$ cat src/rtl/eda_regional_max_ctrl.sv
// eda_regional_max_ctrl: loads a raster frame into the image RAM, then scans every pixel through the regional-max datapath.
// Optional WAIT watchdog and sticky timeout_err port are enabled by defining EDA_CTRL_TIMEOUT_EN.
module eda_regional_max_ctrl #(
    parameter int M           = 6,
    parameter int N           = 6,
    parameter int PIXEL_WIDTH = 8,
    parameter int ADDR_WIDTH  = $clog2(M*N),
    parameter int TIMEOUT     = 64
) (
    input  logic                   clk,
    input  logic                   reset,
    input  logic                   start,
    input  logic                   in_valid,
    output logic                   in_ready,
    input  logic [PIXEL_WIDTH-1:0] in_data,
    output logic                   write_en,
    output logic [ADDR_WIDTH-1:0]  wr_addr,
    output logic [PIXEL_WIDTH-1:0] pixel_in,
    output logic [ADDR_WIDTH-1:0]  center_addr,
    output logic                   clear,
    output logic                   new_pixel,
    input  logic                   cmp_valid,
    input  logic                   cmp_result,
    output logic                   out_valid,
    input  logic                   out_ready,
    output logic [ADDR_WIDTH-1:0]  out_addr,
    output logic                   out_data,
    output logic                   done,
`ifdef EDA_CTRL_TIMEOUT_EN
    output logic                   timeout_err,
`endif
    output logic                   busy
);
    localparam logic [ADDR_WIDTH-1:0] LAST = ADDR_WIDTH'(M*N-1);

    typedef enum logic [2:0] {IDLE, LOAD, CLEAR, ISSUE, WAIT, EMIT, DONE} state_t;

    state_t                state;
    logic [ADDR_WIDTH-1:0] pix_cnt;
`ifdef EDA_CTRL_TIMEOUT_EN
    localparam int WD_W = $clog2(TIMEOUT+1);
    logic [WD_W-1:0] wd;
`endif

    always_ff @(posedge clk or posedge reset) begin
        if (reset) begin
            state       <= IDLE;
            pix_cnt     <= '0;
            in_ready    <= 1'b0;
            write_en    <= 1'b0;
            wr_addr     <= '0;
            pixel_in    <= '0;
            center_addr <= '0;
            clear       <= 1'b0;
            new_pixel   <= 1'b0;
            out_valid   <= 1'b0;
            out_addr    <= '0;
            out_data    <= 1'b0;
            done        <= 1'b0;
            busy        <= 1'b0;
`ifdef EDA_CTRL_TIMEOUT_EN
            wd          <= '0;
            timeout_err <= 1'b0;
`endif
        end else begin
            write_en  <= 1'b0;
            clear     <= 1'b0;
            new_pixel <= 1'b0;
            done      <= 1'b0;
            case (state)
                IDLE: if (start) begin
                    state    <= LOAD;
                    pix_cnt  <= '0;
                    in_ready <= 1'b1;
                    busy     <= 1'b1;
`ifdef EDA_CTRL_TIMEOUT_EN
                    timeout_err <= 1'b0;
`endif
                end
                LOAD: if (in_valid && in_ready) begin
                    write_en <= 1'b1;
                    wr_addr  <= pix_cnt;
                    pixel_in <= in_data;
                    // terminal count compared explicitly so the counter never wraps
                    if (pix_cnt == LAST) begin
                        in_ready    <= 1'b0;
                        center_addr <= '0;
                        clear       <= 1'b1;
                        state       <= CLEAR;
                    end else begin
                        pix_cnt <= pix_cnt + 1'b1;
                    end
                end
                CLEAR: begin
                    new_pixel <= 1'b1;
                    state     <= ISSUE;
                end
                ISSUE: begin
                    state <= WAIT;
`ifdef EDA_CTRL_TIMEOUT_EN
                    wd    <= '0;
`endif
                end
                WAIT: if (cmp_valid) begin
                    out_data  <= cmp_result;
                    out_valid <= 1'b1;
                    out_addr  <= center_addr;
                    state     <= EMIT;
                end
`ifdef EDA_CTRL_TIMEOUT_EN
                else if (wd == WD_W'(TIMEOUT-1)) begin
                    out_data    <= 1'b0;
                    out_valid   <= 1'b1;
                    out_addr    <= center_addr;
                    timeout_err <= 1'b1;
                    state       <= EMIT;
                end else begin
                    wd <= wd + 1'b1;
                end
`endif
                EMIT: if (out_ready) begin
                    out_valid <= 1'b0;
                    if (center_addr == LAST) begin
                        done  <= 1'b1;
                        state <= DONE;
                    end else begin
                        center_addr <= center_addr + 1'b1;
                        clear       <= 1'b1;
                        state       <= CLEAR;
                    end
                end
                DONE: begin
                    busy  <= 1'b0;
                    state <= IDLE;
                end
                default: state <= IDLE;
            endcase
        end
    end
endmodule

$ cat config.mk
export PLATFORM = sky130hd
export DESIGN_NAME = eda_regional_max_ctrl
export DESIGN_NICKNAME = d
export VERILOG_FILES = /design/src/rtl/eda_regional_max_ctrl.sv
export SDC_FILE = /design/constraint.sdc
export NUM_CORES = 1
export LEC_CHECK = 0
export ABC_AREA = 1
export CAP_MARGIN = 10
export CORE_UTILIZATION = 52
export CTS_BUF_LIST = sky130_fd_sc_hd__clkbuf_4
export DETAILED_ROUTE_END_ITERATION = 10
export PLACE_DENSITY = 0.83
export SLEW_MARGIN = 20
export SYNTH_ARGS = -nofsm -noshare
export SYNTH_HDL_FRONTEND = slang
export SYNTH_SLANG_ARGS = --single-unit
$ cat constraint.sdc
create_clock -name clk -period 1.5 [get_ports clk]
set_input_delay 0.3 -clock clk [delete_from_list [all_inputs] [get_ports clk]]
set_output_delay 0.3 -clock clk [all_outputs]
set_load 0.02 [all_outputs]
==> results.cfg <==
[routing]
dr.pass1.iters = 4
ant_nets = 0
wl_per_cell_microns = 12.0
vias_per_cell = 4.93
vias = 1741
drtIter0Drc = 93
drcViolationCount = 0
drt-total-wl_mm = 4.25

[sta]
rsz0062_at_grt = no
final_hold_viol_count = 0
fin_ws_ns = 0.0570
period_needed_ns = 1.44
finalSetupViolCount = 0
fin_tns_setup_ns = 0
relSlewSlack_pct = 81.5
worst_pin_slew_ns = 0.277
finalMaxSlewViolations = 0
fin_skew_ns = 0.0122
period_share_pct = 96.2
max_clock_freq_mhz = 693

[critical_path]
start_kind = flip-flop
cp.arrival_ns = 1.14
rr_startpoint = state[2]
r2r_cells = 5
critPathSlowestCell = dfrtp_1
crit_buf_inv = 1
r2r_setup_slack_ns = 0.10
r2r_end = pix_cnt[1]
path_class = flip-flop to output pin
critical-path-top-delay-family = flip-flops
endpoint_kind = output pin
crit_chain = clkdlybuf4s15_1
max_stage_delay_ns = 0.46
critPathMaxFanout = 5
crit_required_ns = 1.20

[floorplanning]
core_sq_mm = 0.00380
placementRows = 22
die_w_microns = 65.9
dieArea_sq_mm = 0.00434
initial_core_util_pct = 55.9
die_h_microns = 65.9
io_pins = 49

[clocking]
cts_sinks = 43
h-tree-depth = 2
path_clk_slew_ns = 0.13
insertion_delay_ns = 0.35
cts_buffers = 5
cts.path.max_buffers = 2
cts_tree = built
cts_root_buf = clkbuf_4

[global_route]
grt_util_all_layers_pct = 22.4
grt_pass1_vias = 1635
grt_max_degree = 44
grt_overflow = 0
antenna_found_initial = 0
grt_pass1_wl_mm = 7.25

[placed_design]
placed_area_sq_mm = 0.00269
dp_hpwl_mm = 3.24
post-place-ws_ns = -0.0766
place_congestion = 0.802
dp_cells = 345
io_buffers = 48

[synthesis]
ys_ff_latch = 43
synth_warnings = 0
synthesis.nets = 262
synth_cell_type_count = 29
syn_inst = 245
netlist_area_sq_mm = 0.00212
ys_seq_area_share_pct = 50.7
syn_avg_cell_area_sq_um = 8.66

[pwr]
ir_drop_uv = 1050
leakagePower_uw = 0.00146
p_sw_uw = 1870
combPwrFrac_pct = 47.8
clkPwrFrac_pct = 13.1
sw_frac_of_total_pct = 44.3
power_frac_seq_pct = 39.1
p_int_uw = 2350
p_per_area_mw_per_mm2 = 1560

[final_layout]
design_area_sq_mm = 0.00271
n_antenna_cell = 0
stdcell_count = 353
fin_nets = 321
synthToLayoutAreaGrowth_pct = 27.5
layout-drive-gt1-share_pct = 16.7

[flow_run]
maxCapViolations = 0

[hold_path]
hold_class = input port to asynchronous set/reset pin

[outcome]
status = finished clean
## through the flow
stage	hold WS [ns]	power, uW	utilization [%]
6_report	0.282	4220	71.2
5_1_grt	0.310	4540	71.2
4_1_cts	0.286	4250	71.2
3_5_place_dp	0.459	3850	70.9
3_3_place_gp	0.452	3770	70.9
2_1_floorplan	0.417	3120	-
## worst max path at each step
stage | from | end | cells past startpoint
after floorplan | center_addr[0] | center_addr[5] | 7
after CTS | center_addr[3] | center_addr[3] | 1
after global placement | in_valid | center_addr[3] | 8
after detailed placement | in_valid | center_addr[0] | 8
after global routing | center_addr[3] | center_addr[3] | 1
final | center_addr[3] | center_addr[3] | 1
## placed cells by master, fill, tap and decap left out, types with 3 or more instances in the layout
cell type / instances
clkbuf_4: 5
dlygate4sd2_1: 30
nand2_4: 9
xor2_1: 4
dfrtp_1: 41
nand3_1: 15
o21ai_2: 4
inv_1: 20
nor2_1: 19
o21ai_1: 8
inv_2: 4
clkinv_2: 3
clkdlybuf4s15_1: 3
nand4_1: 3
buf_4: 9
clkdlybuf4s50_1: 14
o21ai_0: 4
nand2_1: 86
## repair_timing
item	CTS	global route
buffers inserted	0	0
endpoints found under the setup margin	34	11
resized for setup	35	6
hold buffers	0	0
## cells by family after synthesis
logic type / Yosys count / synth area share (%)
AND/OR/NAND/NOR: 144 / 33.2
flip-flops: 43 / 50.7
buffers and inverters: 32 / 7.55
AO/OA/AOI/OAI: 20 / 5.72
XOR/XNOR: 4 / 1.65
adder cells (fa/ha/maj): 2 / 1.18
## power by group through the flow
| stage | Combinational (uW) | Sequential, uW | Clock [uW] |
|---|---|---|---|
| final | 2020 | 1650 | 554 |
| after global placement | 2100 | 1670 | 0 |
| after floorplan | 1230 | 1890 | 0 |
| after global routing | 2230 | 1690 | 624 |
| after detailed placement | 2180 | 1670 | 0 |
| after CTS | 2030 | 1650 | 572 |
## cell type report
type | count | area [sq um]
Timing Repair Buffer | 58 | 526
Sequential cell | 43 | 1080
Clock buffer | 5 | 37.5
Multi-Input combinational cell | 170 | 886
Tap cell | 48 | 60.1
Inverter | 26 | 103
Clock inverter | 3 | 15.0
Fill cell | 297 | 1090
## routing by layer
metal | track usage, % | part of all wire [%]
met5 | 0 | 0
met4 | 5.43 | 0.14
met3 | 7.07 | 5.0
met2 | 36.9 | 49
met1 | 28.6 | 46
## state kept, by name, indices dropped and copies added, names as in the netlist
signal	count
clear	1
wr_addr	6
done	1
out_data	1
out_addr	6
state	3
center_addr	6
pix_cnt	6
in_ready	1
busy	1
write_en	1
pixel_in	8
out_valid	1
new_pixel	1
## cell usage after synthesis
library cell,instances,area share (%)
nor2_1,19,3.4
nand3_4,1,0.83
o21ai_1,8,1.9
nor3b_1,1,0.35
nand2_4,9,4.8
nand2_2,2,0.59
nand4_1,3,0.88
dfrtp_1,43,51
ha_1,2,1.2
nor2_4,1,0.53
nand3_2,2,0.94
or2_2,1,0.29
o21bai_1,1,0.35
inv_2,4,0.71
inv_1,20,3.5
a21oi_1,2,0.47
a21oi_2,1,0.41
nand3b_1,1,0.35
nor2_2,2,0.59
xor2_1,4,1.7
inv_4,2,0.59
nand2_1,86,15
o21ai_2,4,1.7
o21ai_0,4,0.94
buf_6,4,2.1
nor2_8,1,0.94
nand3_1,15,3.5
buf_2,1,0.24
buf_4,1,0.35
No activity file was read; power rests on OpenSTA's default activity.
